<file path="src/rtl/rx_bb_avg_decim.sv">
// ---------------------------------------------------------------------------
// rx_bb_avg_decim
//
// Boxcar-averaging decimator for the strobed RX baseband stream. It averages
// 2^K consecutive {I16,Q16} samples per rail and emits one strobed averaged
// sample per window toward the RX framer. K and a bypass bit are programmed
// through the user settings bus at address BASE:
//   [3:0] K      (values above MAX_LOG2 clamp to MAX_LOG2)
//   [4]   bypass (registered pass-through, also used when K == 0)
// Any register write restarts the window empty.
//
// Optional feature macro: RX_BB_AVG_ROUND_EN
//   defined   : add 2^(K-1) to the window sum before the shift (round half up)
//   undefined : plain arithmetic shift (floor), no rounding adder
//
// Parameters
//   BASE      settings-bus address of the control register
//   MAX_LOG2  largest K; accumulators are 16+MAX_LOG2 bits signed per rail
//
// Ports
//   clock       in   1   DSP clock
//   reset       in   1   synchronous active-high reset
//   clear       in   1   packet-control init, aborts the current window
//   enable      in   1   streaming enable; low keeps the block idle
//   set_stb     in   1   settings write strobe
//   set_addr    in   8   settings address
//   set_data    in   32  settings data
//   in_sample   in   32  {I16,Q16} two's-complement sample
//   in_strobe   in   1   in_sample valid
//   out_sample  out  32  {I16,Q16} averaged sample, held between strobes
//   out_strobe  out  1   single-cycle valid pulse for out_sample
//   phase       out  8   samples accumulated in the current window (debug)
// ---------------------------------------------------------------------------
module rx_bb_avg_decim #(
  parameter logic [7:0] BASE     = 8'd0,
  parameter int         MAX_LOG2 = 8
) (
  input  logic        clock,
  input  logic        reset,
  input  logic        clear,
  input  logic        enable,
  input  logic        set_stb,
  input  logic [7:0]  set_addr,
  input  logic [31:0] set_data,
  input  logic [31:0] in_sample,
  input  logic        in_strobe,
  output logic [31:0] out_sample,
  output logic        out_strobe,
  output logic [7:0]  phase
);

  localparam int         AW   = 16 + MAX_LOG2;
  localparam int         CW   = MAX_LOG2 + 1;
  localparam logic [3:0] KMAX = 4'(MAX_LOG2);

  // Registered state
  logic [3:0]           k_q, k_d;
  logic                 bypass_q, bypass_d;
  logic [CW-1:0]        count_q, count_d;
  logic signed [AW-1:0] acc_i_q, acc_i_d;
  logic signed [AW-1:0] acc_q_q, acc_q_d;
  logic [31:0]          out_sample_q, out_sample_d;
  logic                 out_strobe_q, out_strobe_d;

  // Datapath intermediates
  logic                 wr_hit;
  logic [3:0]           k_wr;
  logic                 pass_thru;
  logic [CW-1:0]        last_count;
  logic signed [AW-1:0] samp_i, samp_q;
  logic signed [AW-1:0] sum_i, sum_q;
  logic signed [AW-1:0] sum_rnd_i, sum_rnd_q;
  logic signed [AW-1:0] avg_i, avg_q;
  logic                 unused_bits;

  // Settings decode; an out-of-range K is clamped when it is written so the
  // window length never exceeds what the accumulators were sized for.
  always_comb begin
    wr_hit = set_stb && (set_addr == BASE);
    k_wr   = (set_data[3:0] > KMAX) ? KMAX : set_data[3:0];
  end

  // K == 0 means a one-sample window, which is exactly the registered
  // pass-through, so both cases share one path.
  always_comb begin
    pass_thru  = bypass_q || (k_q == 4'd0);
    last_count = (CW'(1) << k_q) - CW'(1);
  end

  // Window sum per rail. The accumulators carry MAX_LOG2 guard bits so a full
  // window of full-scale samples (plus the optional rounding term) fits.
  always_comb begin
    samp_i = {{MAX_LOG2{in_sample[31]}}, in_sample[31:16]};
    samp_q = {{MAX_LOG2{in_sample[15]}}, in_sample[15:0]};
    sum_i  = acc_i_q + samp_i;
    sum_q  = acc_q_q + samp_q;
`ifdef RX_BB_AVG_ROUND_EN
    // Half an LSB of the shifted result; only used when K >= 1.
    sum_rnd_i = sum_i + AW'((AW'(1) << k_q) >> 1);
    sum_rnd_q = sum_q + AW'((AW'(1) << k_q) >> 1);
`else
    sum_rnd_i = sum_i;
    sum_rnd_q = sum_q;
`endif
    // The mean of 16-bit samples always fits 16 bits, so truncation of the
    // upper guard bits after the shift is lossless.
    avg_i = sum_rnd_i >>> k_q;
    avg_q = sum_rnd_q >>> k_q;
  end

  // Next-state logic. Precedence below reset: clear, then a settings write,
  // then the incoming strobe. A disabled block behaves like a held clear.
  // The configuration fields still latch on a write even during clear, since
  // they describe future windows rather than the one being aborted.
  always_comb begin
    k_d          = k_q;
    bypass_d     = bypass_q;
    count_d      = count_q;
    acc_i_d      = acc_i_q;
    acc_q_d      = acc_q_q;
    out_sample_d = out_sample_q;
    out_strobe_d = 1'b0;

    if (wr_hit) begin
      k_d      = k_wr;
      bypass_d = set_data[4];
    end

    if (clear || !enable || wr_hit) begin
      // Partial window is discarded; a coinciding sample is dropped too.
      count_d = '0;
      acc_i_d = '0;
      acc_q_d = '0;
    end else if (in_strobe) begin
      if (pass_thru) begin
        out_sample_d = in_sample;
        out_strobe_d = 1'b1;
      end else if (count_q == last_count) begin
        out_sample_d = {avg_i[15:0], avg_q[15:0]};
        out_strobe_d = 1'b1;
        count_d      = '0;
        acc_i_d      = '0;
        acc_q_d      = '0;
      end else begin
        count_d = count_q + CW'(1);
        acc_i_d = sum_i;
        acc_q_d = sum_q;
      end
    end
  end

  // State registers with synchronous reset; reset lands in bypass with K = 0.
  always_ff @(posedge clock) begin
    if (reset) begin
      k_q          <= 4'd0;
      bypass_q     <= 1'b1;
      count_q      <= '0;
      acc_i_q      <= '0;
      acc_q_q      <= '0;
      out_sample_q <= 32'd0;
      out_strobe_q <= 1'b0;
    end else begin
      k_q          <= k_d;
      bypass_q     <= bypass_d;
      count_q      <= count_d;
      acc_i_q      <= acc_i_d;
      acc_q_q      <= acc_q_d;
      out_sample_q <= out_sample_d;
      out_strobe_q <= out_strobe_d;
    end
  end

  // phase reflects the window fill level; it reads 0 in pass-through.
  always_comb begin
    out_sample = out_sample_q;
    out_strobe = out_strobe_q;
    phase      = pass_thru ? 8'd0 : 8'(count_q);
  end

  // Bits that are intentionally not consumed.
  assign unused_bits = &{1'b0, set_data[31:5], avg_i[AW-1:16], avg_q[AW-1:16]};

endmodule

</file>
<file path="config.mk">
export PLATFORM = sky130hd
export DESIGN_NAME = rx_bb_avg_decim
export DESIGN_NICKNAME = d
export VERILOG_FILES = /design/src/rtl/rx_bb_avg_decim.sv
export SDC_FILE = /design/constraint.sdc
export NUM_CORES = 1
export LEC_CHECK = 0
export BUFFER_PORTS_ARGS = -buffer_cell sky130_fd_sc_hd__buf_2
export CAP_MARGIN = 5
export CORE_MARGIN = 2
export CORE_UTILIZATION = 51
export DETAILED_ROUTE_END_ITERATION = 7
export HOLD_SLACK_MARGIN = 0.02
export MAX_ROUTING_LAYER = met4
export PLACE_DENSITY_LB_ADDON = 0.3
export SETUP_SLACK_MARGIN = 0.1
export SYNTH_ARGS = -nofsm -noshare
export SYNTH_HDL_FRONTEND = slang
export SYNTH_SLANG_ARGS = --single-unit
</file>
<file path="constraint.sdc">
create_clock -name clock -period 4.03 [get_ports clock]
set_clock_uncertainty 0.05 [all_clocks]
set_input_delay 0.806 -clock clock [delete_from_list [all_inputs] [get_ports clock]]
set_output_delay 0.806 -clock clock [all_outputs]
set_load 0.01 [all_outputs]
</file>
==> reports/metrics.csv <==
metric;value;unit
place_ws;-160;ps
fin_nets;1442;
grt_pass1_wl;48.1;mm
antenna_cells;0;
fin_crit_sh;96.4;%
p_per_area;219;nW/um2
crit_arrival;4120;ps
area_delta_synth_final;14.7;%
critPathMaxStageDelay;550;ps
place_area;9980;um2
yosys.area_share.simple;23.1;%
yosys.area.top_type_share;21.2;%
cts_tree;done;
numPortBuffers;91;
clk_path_buf_depth;2;
worstSetupPathType;input port to flip-flop;
setup_viol;0;
coreArea;17200;um2
dr.first_iter.drc_count;946;
cp_common_cell;buf_4;
synth-xor-area-share;5.73;%
total_power;2.25;mW
synth_warnings;0;
start_util;52.0;%
synth.largest_area_cell;dfxtp_1;
worst_skew_pair.late_latency;370;ps
wire_per_inst;20.2;um
drc_errors;0;
cts_sinks;95;
mostFrequentLayoutCell;nand2_1;
antenna_found_initial;0;
htree_levels;3;
syn_area_per_cell;7.37;um2
final_antenna_net_count;0;
cts_root_buffer;clkbuf_16;
relSlewSlack;38.2;%
cts.reportedPaths.clkPinSlew;70;ps
finalHoldWorstSlack;408;ps
cp_slowest_cell;a2111oi_1;
dr.pass1.iters;5;
tightest_slew;923;ps
crit_fanout;6;
crit_chain;buf_2 -> ha_1 -> inv_1 -> fa_1 -> nand2b_1 -> a21o_1 -> a211oi_2 -> nor3_2 -> buf_4 -> nor3_1 -> a211o_1 -> o22ai_1 -> a2111oi_1 -> buf_4 -> o221ai_1 -> a31oi_1;
synth_top_family_by_area;compound AO/OA/AOI/OAI gates;
slew_viol_final;0;
rsz0062_at_grt;yes;
ys_seq_area_share;21.2;%
design_area;10300;um2
cap_violations;0;
vias;9881;
finalHoldViolCount;0;
grt.overflow.total;0;
synth.distinct_cells;82;
synth_ff_type;dfxtp_1;
final_cell_mix;133 x nand2_1, 127 x a21oi_1, 126 x nor2_1;
avgViaCountPerCell;6.40;
min_period;3880;ps
hp-class;flip-flop to flip-flop;
syn_area;8970;um2
cp-start-kind;input port;
synthTopCellsByArea;dfxtp_1 21%, a21oi_1 7.2%, ha_1 6.7%, nand2_1 5.6%, nor2_1 5.3%;
setup_ws;146;ps
post_cts_buffers;0;
num_rows;48;
synth-compound-area-share;30.3;%
drive_gt1_share;18.6;%
track_usage;33.9;%
critPathBufInv;4;
status;completed;
dieArea;18700;um2
max-vdd-ir-drop;211;uV
place.detailed.instances;1528;
routed_wl;31.1;mm
grt_max_degree;51;
synth_edf_count;0;
die_y;137;um
yosys.area_share.adder;7.14;%
die_w;137;um
ys_ff_latch;95;
synthCells;1216;
io_pins;119;
syn-num-nets;1344;
max_freq;257;MHz
p_leak;4.45;nW
fin_cells;1544;
cts_resized;0;
required;4270;ps
async_flop_share;0;%
synthMuxAreaShare;7.83;%
first_global_vias;8803;
postCtsHoldBufs;0;
gp_congestion;0.972;
path_delay_family;compound AO/OA/AOI/OAI gates;
end_kind;flip-flop;
dp.final_hpwl;23.4;mm
numCtsBuffers;9;
tightest hold or removal path: stages (launching register included):
cell	delay (ps)
dfxtp_1	310
nand2_1	50
a21oi_1	50
report_power, final:
group	switching, mW	internal [mW]	total (mW)
clock network	0.433	0.446	0.879
logic	0.251	0.161	0.412
registers	0.00860	0.953	0.962
flip-flops by register name, summed over array words and instances (netlist names):
register    flops
acc_q_q        24
bypass_q        1
out_strobe      1
count_q         9
acc_i_q        24
out_sample     32
k_q             4
stage by stage:
step / util, % / setup TNS, ps
global placement: 57.9 / -118
detailed placement: 57.9 / -160
floorplan: - / 0
CTS: 59.6 / 0
global route: 59.7 / 0
finish: 59.7 / 0
Yosys cell counts (all sizes together), types with 10 or more instances:
| master | count |
|---|---|
| a22oi | 17 |
| nand4 | 17 |
| nor2 | 127 |
| nand3 | 53 |
| o21ai | 65 |
| a21oi | 130 |
| clkbuf | 57 |
| a21o | 26 |
| a211oi | 29 |
| mux2 | 10 |
| and3 | 14 |
| nand2 | 134 |
| mux2i | 45 |
| xnor2 | 21 |
| o211ai | 20 |
| dfxtp | 95 |
| nor3 | 34 |
| buf | 28 |
| a31oi | 16 |
| inv | 18 |
| ha | 48 |
| xor2 | 36 |
| and2 | 24 |
cells by family (layout without fill, tap and decap cells):
group,count (synthesis),count (layout)
adders and majority gates,50,50
AOI/OAI and AO/OA,402,402
xor gates and xnor gates,57,57
buffers and inverters,105,208
muxes,61,61
and+or+nand+nor,446,446
DFF,95,95
cell type report:
cell class	count	area (um2)
Timing Repair Buffer	172	1060
Clock buffer	10	239
Multi-Input combinational cell	1016	6670
Clock inverter	6	52.6
Inverter	20	75.1
Sequential cell	95	1900
Tap cell	225	282
Fill cell	1632	6950
layer usage:
layer	wire length, um	global-route usage, %
met1	14400	48.5
met2	13200	49.2
met3	2750	4.81
met4	769	10.4
met5	0	-
final timing paths:
check | slack (ps) | startpoint | to | cells after the start
setup / recovery | 150 | in_sample[16] | out_sample[27] | 16
hold / removal | 410 | acc_q_q[9] | acc_q_q[9] | 2
hold reg to reg | 410 | acc_q_q[9] | acc_q_q[9] | 2
setup reg to reg | 350 | acc_i_q[0] | out_sample[27] | 15
Note: power is estimated with default switching activity, not from simulation.
